### config.mk
export PLATFORM = sky130hd
export DESIGN_NAME = bster_cmd_arbiter
export DESIGN_NICKNAME = d
export VERILOG_FILES = /design/src/rtl/bster_pkg.sv /design/src/rtl/bster_id_fifo.sv /design/src/rtl/bster_cmd_arbiter.sv
export SDC_FILE = /design/constraint.sdc
export NUM_CORES = 1
export LEC_CHECK = 0
export BUFFER_PORTS_ARGS = -buffer_cell sky130_fd_sc_hd__buf_2
export CELL_PAD_IN_SITES_DETAIL_PLACEMENT = 1
export CELL_PAD_IN_SITES_GLOBAL_PLACEMENT = 1
export CORE_AREA = 2 2 305 307
export DETAILED_ROUTE_END_ITERATION = 7
export DIE_AREA = 0 0 307 309
export PLACE_DENSITY_LB_ADDON = 0.1
export SLEW_MARGIN = 40
export SYNTH_ARGS = -nofsm -noshare
export SYNTH_HDL_FRONTEND = slang
export SYNTH_HIERARCHICAL = 1
export SYNTH_SLANG_ARGS = --single-unit
### constraint.sdc
create_clock -name aclk -period 5.3 [get_ports aclk]
set_input_delay 1.59 -clock aclk [delete_from_list [all_inputs] [get_ports aclk]]
set_output_delay 1.59 -clock aclk [all_outputs]
set_load 0.01 [all_outputs]
### src/rtl/bster_pkg.sv
// -----------------------------------------------------------------------------
// bster_pkg
// Shared types and constants for the bster command arbiter slice.
//   src_id_t           : identifies which requester issued a command (1 bit)
//   NUM_SRC            : number of requesters feeding the arbiter
//   OUTSTD_DEPTH_DFLT  : default number of commands allowed in flight
//   other_src()        : the requester that is not the given one
// -----------------------------------------------------------------------------
package bster_pkg;

   typedef logic [0:0] src_id_t;

   localparam int      NUM_SRC           = 2;
   localparam int      OUTSTD_DEPTH_DFLT = 8;

   localparam src_id_t SRC0 = 1'b0;
   localparam src_id_t SRC1 = 1'b1;

   // With two requesters the round-robin successor is simply the other one.
   function automatic src_id_t other_src(input src_id_t s);
      return ~s;
   endfunction

endpackage

### src/rtl/bster_id_fifo.sv
// -----------------------------------------------------------------------------
// bster_id_fifo
// Synchronous FIFO that remembers, in issue order, which requester owns each
// command in flight. Pushes while full and pops while empty are ignored; a
// push and a pop in the same cycle both take effect and leave count unchanged.
// Ports:
//   aclk, areset  : clock, asynchronous active-high reset (empties the FIFO)
//   push, din     : write one entry
//   pop, dout     : dout is the head entry, pop removes it
//   full, empty   : occupancy flags, derived from the registered count
//   count         : current occupancy, 0..DEPTH
// -----------------------------------------------------------------------------
module bster_id_fifo #(
   parameter int WIDTH = 1,
   parameter int DEPTH = 8
) (
   input  logic                     aclk,
   input  logic                     areset,
   input  logic                     push,
   input  logic [WIDTH-1:0]         din,
   input  logic                     pop,
   output logic [WIDTH-1:0]         dout,
   output logic                     full,
   output logic                     empty,
   output logic [$clog2(DEPTH):0]   count
);

   localparam int PW = $clog2(DEPTH);

   logic [PW-1:0]    wr_ptr;
   logic [PW-1:0]    rd_ptr;
   logic [WIDTH-1:0] mem [DEPTH];
   logic             do_push;
   logic             do_pop;

   assign full    = (count == (PW+1)'(DEPTH));
   assign empty   = (count == '0);
   assign do_push = push && !full;
   assign do_pop  = pop && !empty;
   assign dout    = mem[rd_ptr];

   // DEPTH is a power of two, so the pointers wrap naturally.
   always_ff @(posedge aclk or posedge areset) begin
      if (areset) begin
         wr_ptr <= '0;
         rd_ptr <= '0;
         count  <= '0;
      end else begin
         if (do_push) wr_ptr <= wr_ptr + PW'(1);
         if (do_pop)  rd_ptr <= rd_ptr + PW'(1);
         case ({do_push, do_pop})
            2'b10:   count <= count + (PW+1)'(1);
            2'b01:   count <= count - (PW+1)'(1);
            default: count <= count;
         endcase
      end
   end

   // Storage needs no reset: entries are only read between push and pop.
   always_ff @(posedge aclk) begin
      if (do_push) mem[wr_ptr] <= din;
   end

endmodule

### src/rtl/bster_cmd_arbiter.sv
// -----------------------------------------------------------------------------
// bster_cmd_arbiter
// Merges two command streams into one towards bster with round-robin
// arbitration and routes bster's in-order completions back to the requester
// that issued the matching command.
// Ports:
//   aclk, areset           : clock, asynchronous active-high reset
//   s0_cmd_*, s1_cmd_*     : requester command streams (sinks)
//   cmd_*                  : merged, registered command stream (source)
//   cpl_*                  : in-order completion stream from bster (sink)
//   s0_cpl_*, s1_cpl_*     : routed completion streams (sources)
//   outstanding            : commands accepted whose completion is not yet routed
//   err_orphan_cpl         : sticky, a completion arrived with nothing in flight
//
// Handshake semantics on every stream: a beat transfers on a rising edge where
// tvalid and tready are both 1. tvalid never depends on tready. tready may
// depend on tvalid (the command readies follow the grant, which follows the
// valids). A source holds tvalid and tdata stable until the beat transfers.
// -----------------------------------------------------------------------------
module bster_cmd_arbiter
   import bster_pkg::*;
#(
   parameter int AXI4S_WIDTH  = 128,
   parameter int OUTSTD_DEPTH = OUTSTD_DEPTH_DFLT
) (
   input  logic                          aclk,
   input  logic                          areset,
   input  logic                          s0_cmd_tvalid,
   output logic                          s0_cmd_tready,
   input  logic [AXI4S_WIDTH-1:0]        s0_cmd_tdata,
   input  logic                          s1_cmd_tvalid,
   output logic                          s1_cmd_tready,
   input  logic [AXI4S_WIDTH-1:0]        s1_cmd_tdata,
   output logic                          cmd_tvalid,
   input  logic                          cmd_tready,
   output logic [AXI4S_WIDTH-1:0]        cmd_tdata,
   input  logic                          cpl_tvalid,
   output logic                          cpl_tready,
   input  logic [AXI4S_WIDTH-1:0]        cpl_tdata,
   output logic                          s0_cpl_tvalid,
   input  logic                          s0_cpl_tready,
   output logic [AXI4S_WIDTH-1:0]        s0_cpl_tdata,
   output logic                          s1_cpl_tvalid,
   input  logic                          s1_cpl_tready,
   output logic [AXI4S_WIDTH-1:0]        s1_cpl_tdata,
   output logic [$clog2(OUTSTD_DEPTH):0] outstanding,
   output logic                          err_orphan_cpl
);

   localparam int CW = $clog2(OUTSTD_DEPTH) + 1;

   // Output stage and arbitration state
   logic                   out_valid;
   logic [AXI4S_WIDTH-1:0] out_data;
   src_id_t                rr_ptr;      // requester that wins a tie next
   logic                   orphan_q;

   // ID FIFO interface
   logic                   fifo_full;
   logic                   fifo_empty;
   logic [CW-1:0]          fifo_count;
   src_id_t                head_id;
   logic                   cpl_pop;

   // Arbitration
   logic                   grant_valid;
   src_id_t                grant_id;
   logic [AXI4S_WIDTH-1:0] grant_data;
   logic                   can_accept;
   logic                   accept;
   logic                   cpl_orphan;

   always_comb begin
      grant_valid = s0_cmd_tvalid || s1_cmd_tvalid;
      // A lone requester wins regardless of the pointer; on a tie the
      // pointer decides.
      if (s0_cmd_tvalid && s1_cmd_tvalid) grant_id = rr_ptr;
      else if (s1_cmd_tvalid)             grant_id = SRC1;
      else                                grant_id = SRC0;
      grant_data = (grant_id == SRC1) ? s1_cmd_tdata : s0_cmd_tdata;

      // fifo_full comes from the registered count, so a completion popping
      // in this same cycle does not open a slot until the next cycle.
      can_accept    = !areset && (!out_valid || cmd_tready) && !fifo_full;
      s0_cmd_tready = can_accept && s0_cmd_tvalid && (grant_id == SRC0);
      s1_cmd_tready = can_accept && s1_cmd_tvalid && (grant_id == SRC1);
      accept        = can_accept && grant_valid;
   end

   // Completion routing: purely combinational pass-through to the owner at
   // the FIFO head. With nothing in flight the beat is swallowed and flagged.
   always_comb begin
      s0_cpl_tvalid = 1'b0;
      s1_cpl_tvalid = 1'b0;
      s0_cpl_tdata  = cpl_tdata;
      s1_cpl_tdata  = cpl_tdata;
      cpl_tready    = 1'b0;
      cpl_orphan    = 1'b0;
      cpl_pop       = 1'b0;
      if (!areset) begin
         if (fifo_empty) begin
            cpl_tready = 1'b1;
            cpl_orphan = cpl_tvalid;
         end else if (head_id == SRC0) begin
            s0_cpl_tvalid = cpl_tvalid;
            cpl_tready    = s0_cpl_tready;
         end else begin
            s1_cpl_tvalid = cpl_tvalid;
            cpl_tready    = s1_cpl_tready;
         end
         cpl_pop = cpl_tvalid && cpl_tready && !fifo_empty;
      end
   end

   always_ff @(posedge aclk or posedge areset) begin
      if (areset) begin
         out_valid <= 1'b0;
         out_data  <= '0;
         rr_ptr    <= SRC0;
         orphan_q  <= 1'b0;
      end else begin
         if (accept) begin
            out_valid <= 1'b1;
            out_data  <= grant_data;
            rr_ptr    <= other_src(grant_id);
         end else if (cmd_tready) begin
            out_valid <= 1'b0;
         end
         if (cpl_orphan) orphan_q <= 1'b1;
      end
   end

   bster_id_fifo #(
      .WIDTH (1),
      .DEPTH (OUTSTD_DEPTH)
   ) u_id_fifo (
      .aclk   (aclk),
      .areset (areset),
      .push   (accept),
      .din    (grant_id),
      .pop    (cpl_pop),
      .dout   (head_id),
      .full   (fifo_full),
      .empty  (fifo_empty),
      .count  (fifo_count)
   );

   assign cmd_tvalid     = out_valid;
   assign cmd_tdata      = out_data;
   assign outstanding    = fifo_count;
   assign err_orphan_cpl = orphan_q;

endmodule

# After elaboration in Yosys (flattened, before gate mapping)
# Memory sizes are Yosys's and may differ from the RTL's.
# Index checks and enable logic that the tools add are counted.
[word_totals]
regBits = 141
ramBits = 8
input_bits = 392
out_inout_bits = 395
wordCells = 58
n_memories = 1
[memory_table]
columns = ["name", "words", "width", "read_ports", "rd_clocked_by_memory_dff", "wr", "line", "text"]
rows = [
  ["u_id_fifo.mem", 8, 1, 1, 0, 1, "bster_id_fifo.sv:32", "logic [WIDTH-1:0] mem [DEPTH];"],
]
[op_classes]
add_sub_neg = 4
n_eq_ne = 3
muxes = 21
n_bitwise = 1
reduce_logical = 21
[ops]
columns = ["op", "n"]
rows = [
  ["128-bit two-way mux", 1],
  ["1-bit two-way mux", 19],
  ["1-bit logical AND", 12],
  ["4-bit one-hot mux with 2 select lines", 1],
  ["3-bit by 1-bit adder with 3-bit output, second input constant", 2],
  ["4-bit by 1-bit adder with 4-bit output, second input constant", 1],
  ["4-bit == test, second input constant", 1],
  ["1-bit logical NOT", 4],
  ["4-bit logical NOT", 1],
  ["2-bit nonzero test", 2],
  ["4-bit by 1-bit subtractor with 4-bit output, second input constant", 1],
  ["2-bit by 1-bit == test with 1-bit output, second input constant", 1],
  ["2-bit == test, second input constant", 1],
  ["1-bit logical OR", 2],
  ["1-bit NOT", 1],
]

# Depth between registers and ports, before layout
# An unclocked memory read counts as a cell.
[depth]
word_depth = 10
ltp_mapped = 11
mapped_depth_nobuf = 11

# Modules after synthesis
# The synthesis kept the hierarchy.
[modules_own_cells]
columns = ["module", "n_inst", "cells_each", "area_each_um2", "seq_area_each_um2"]
rows = [
  ["bster_cmd_arbiter", 1, 740, 8035.2, 3278.1],
  ["bster_id_fifo", 1, 79, 962.2, 490.5],
]

# Worst setup path after synthesis
# No wires, ideal clock.
[synth_timing]
kind = "input -> register"
start = "input areset"
end = "register orphan_q (netlist: err_orphan_cpl)"
setup_time_ns = 0.079
arrival_time_ns = 4.705
t_required_ns = 5.221
slack_ns = 0.517
cell_stages = 2
path_buffers = 0
cell_sequence = "inv_1 > a31o_2"
[synth_via]
elab_chain_len = 1
[synth_lines]
columns = ["item", "line", "text"]
rows = [
  ["from (decl)", "bster_cmd_arbiter.sv:27", "input logic areset,"],
  ["1-bit two-way mux", "bster_cmd_arbiter.sv:100", "if (!areset) begin"],
  ["to (signal assigned)", "bster_cmd_arbiter.sv:120", "orphan_q <= 1'b0;"],
  ["to (signal assigned)", "bster_cmd_arbiter.sv:129", "if (cpl_orphan) orphan_q <= 1'b1;"],
  ["to (decl)", "bster_cmd_arbiter.sv:56", "logic orphan_q;"],
]
# No other way between the ends.
# A chain may end at the register's enable or synchronous reset.

# Worst setup path in the final report
[layout_timing]
start = "input areset"
end = "output s0_cmd_tready"
[layout_via]
elab_chain_len = 5
[layout_lines]
columns = ["item", "line", "text"]
rows = [
  ["1-bit logical NOT (no line)", "-", ""],
  ["1-bit logical AND (2 in series)", "bster_cmd_arbiter.sv:84", "can_accept = !areset && (!out_valid || cmd_tready) && !fifo_full;"],
  ["1-bit logical AND (2 in series)", "bster_cmd_arbiter.sv:85", "s0_cmd_tready = can_accept && s0_cmd_tvalid && (grant_id == SRC0);"],
  ["to (decl)", "bster_cmd_arbiter.sv:29", "output logic s0_cmd_tready,"],
]
# No other way between the ends.

==> flow_metrics.py <==
metrics = {
    "timing": {
        "rsz0062_at_grt": "no",
        "finalHoldViolCount": 0,
        "relSlewSlack_pct": 45.04,
        "setup_violations": 0,
        "whs_ps": 494.6,
        "maxSlewViolCount": 0,
        "finClkSkew_ps": 17.12,
        "max_freq_mhz": 239.3,
        "fin_crit_sh_pct": 78.85,
        "finalWorstPathRequiredPeriod_ps": 4179,
        "tightest_slew_ps": 824.3,
        "fin_ws_ps": 1121,
        "fin_setup_tns_ps": 0,
    },
    "yosys": {
        "synth.net_count": 1217,
        "avgSynthCellArea_um2": 10.99,
        "ys_seq_area_share_pct": 41.89,
        "ys_warn_count": 6,
        "syn_area_um2": 8997,
        "synthTopCellsByCount": "257 x buf_4, 141 x dfrtp_1, 128 x o32ai_1",
        "synth-edff-count": 8,
        "post-synth-top-count-cell": "buf_4",
        "synth_async_sr_flop_share_pct": 94.63,
        "synth_top_area_cell": "dfrtp_1",
        "ys_seq_elements": 149,
        "ys_types": 43,
        "synth_ff_type": "dfrtp_1",
        "synthTopCellsByArea": "dfrtp_1 39%, buf_4 21%, o32ai_1 12%, a2bb2oi_1 11%, edfxtp_1 2.7%",
        "synth.top_cell.area_share_pct": 39.22,
        "postSynthCellCount": 819,
    },
    "global_route": {
        "grt_pass1_vias": 7873,
        "grt_pass1_wl_mm": 66.26,
        "overflow": 0,
        "antenna_found_initial": 3,
        "grt_use_total_pct": 10.12,
        "grt_max_degree": 132,
    },
    "routing": {
        "first_pass_iters": 4,
        "drt_iter0_drc": 248,
        "drt_wl_total_mm": 49.19,
        "via_count": 7013,
        "ant_nets": 0,
        "avgViaCountPerCell": 3.310,
        "drc_errors": 0,
        "wl_per_cell_um": 23.21,
    },
    "placement": {
        "dp_slack_ps": 1111,
        "io_buffers": 402,
        "dp.cells": 2088,
        "place_area_um2": 10360,
        "hpwl_mm": 36.71,
        "place.gp.congestion": 0.6861,
    },
    "min_path": {
        "min_delay_path_depth": 1,
        "hold_end": "err_orphan_cpl",
        "hold_path_class": "register to register",
        "hold_start": "err_orphan_cpl",
    },
    "die": {
        "dieArea_um2": 94860,
        "core_area_um2": 91390,
        "rows": 111,
        "ios": 787,
        "fp.dieW_um": 307,
        "initial_utilization_pct": 9.846,
        "die_y_um": 309,
    },
    "setup_path": {
        "crit_path_start_kind": "input pin",
        "reg2reg_setup_slack_ps": 1840,
        "worstSetupEndpointType": "output pin",
        "worst_path_largest_cell_delay_ps": 350,
        "path_class": "input pin to output pin",
        "worstPathRequired_ps": 3710,
        "crit_path_frequent_cell": "buf_2",
        "crit_slowest_cell": "or2_1",
        "cp_cell_sequence": "buf_2 -> or2_1 -> nor2_4 -> and3_1 -> buf_2",
        "cp_max_fo": 6,
        "rr_worst_depth": 11,
        "r2r_end": "u_id_fifo/count[3]",
        "critical_path_arrival_ps": 2590,
        "timing.rr.start": "u_id_fifo/rd_ptr[0]",
    },
    "clock_tree": {
        "insertion_delay_ps": 500,
        "htree_num_levels": 4,
        "clkTransAtPathRegs_ps": 70,
        "hold_buffers": 0,
        "cts_setup_buffers": 0,
        "cts_sinks": 149,
        "clk_path_buf_depth": 2,
        "cts-buffers-inserted": 17,
        "cts_tree": "built",
        "cts-resized-gates": 0,
        "cts_root_buffer": "clkbuf_16",
    },
    "cells_and_area": {
        "multi_input_area_um2": 2910,
        "fin_cells": 2119,
        "utilization_pct": 12.00,
        "area_delta_synth_final_pct": 21.85,
        "nFillCells": 10720,
        "finish.net_count": 1320,
        "fin_area_um2": 10960,
        "seq_area_um2": 3769,
        "drive_above_1_share_pct": 49.68,
    },
    "power_and_ir_drop": {
        "finalPower_mw": 5.157,
        "power.density_nw_per_um2": 470.4,
        "p_leak_nw": 4.330,
        "peakVddDrop_v": 0.0002577,
    },
    "flow_run": {
        "drv_cap": 0,
    },
    "status": {
        "status": "complete, no violations",
    },
}
## worst max-delay path, delay by kind of cell
kind	cells	cell delay [ps]
buffers and inverters	2	320
AND/OR/NAND/NOR	3	670
## cell usage in the layout (no fill, tap or decap), types with 2 or more instances in the layout
| cell | n |
|---|---|
| clkbuf_16 | 17 |
| a2bb2oi_1 | 118 |
| mux2i_1 | 2 |
| ha_1 | 5 |
| nor2_1 | 11 |
| nand2b_1 | 4 |
| clkbuf_8 | 3 |
| and3_1 | 2 |
| buf_12 | 6 |
| clkinv_2 | 3 |
| buf_4 | 2 |
| o32ai_1 | 128 |
| a21oi_1 | 3 |
| mux4_2 | 2 |
| inv_1 | 9 |
| nand3_1 | 4 |
| clkinv_4 | 2 |
| edfxtp_1 | 8 |
| a31oi_1 | 2 |
| nor3_1 | 3 |
| xnor2_1 | 5 |
| dfrtp_1 | 141 |
| mux2_2 | 2 |
| o21ai_0 | 2 |
| buf_2 | 402 |
| nand2_1 | 7 |
| nor3b_1 | 3 |
| a2bb2oi_2 | 10 |
| bufinv_16 | 2 |
## how the worst max path moves through the flow
stage	from	endpoint	slack, ps	cells after the start
global route	areset	s0_cmd_tready	1060	5
CTS	areset	s0_cmd_tready	1100	5
detailed placement	areset	s0_cmd_tready	1110	5
finish	areset	s0_cmd_tready	1120	5
floorplan	areset	cmd_tdata[0]	190	1
global placement	areset	s0_cmd_tready	1130	5
## sequential cells by signal (all words and copies together) (netlist names)
signal	flops
u_id_fifo/rd_ptr	3
u_id_fifo/count	4
u_id_fifo/wr_ptr	3
cmd_tvalid	1
rr_ptr	1
err_orphan_cpl	1
u_id_fifo/mem	8
cmd_tdata	128
## power breakdown
part	leakage, nW	internal, mW	switching (mW)
sequential	1.61	1.55	0.276
combinational	2.44	0.896	1.13
clock	0.285	0.722	0.584
total	4.33	3.17	1.98
## final cells by class
cell class	count	share of cell area [%]
Sequential cell	149	34.38
Multi-Input combinational cell	332	26.55
Timing Repair Buffer	411	19.84
Clock buffer	21	4.291
Inverter	11	0.4679
Antenna cell	1	0.02283
Clock inverter	8	0.9244
Tap cell	1186	13.54
## kinds of logic after synthesis
group / count (synthesis) / synth area share [%]
compound gates: 269 / 26.73
xor+xnor: 6 / 0.5841
fa+ha+maj: 6 / 0.9178
buf+inv: 338 / 26.07
flops: 149 / 41.89
mux: 7 / 1.099
simple gates: 44 / 2.712
## per-layer routing
layer	track usage (%)	up-vias	wire length, um
li1	-	3057	-
met5	0	-	0
met2	17.58	538	24860
met1	9.471	3364	16240
met4	4.129	0	1531
met3	6.474	54	6567
No activity file was read; power rests on OpenSTA's default activity.
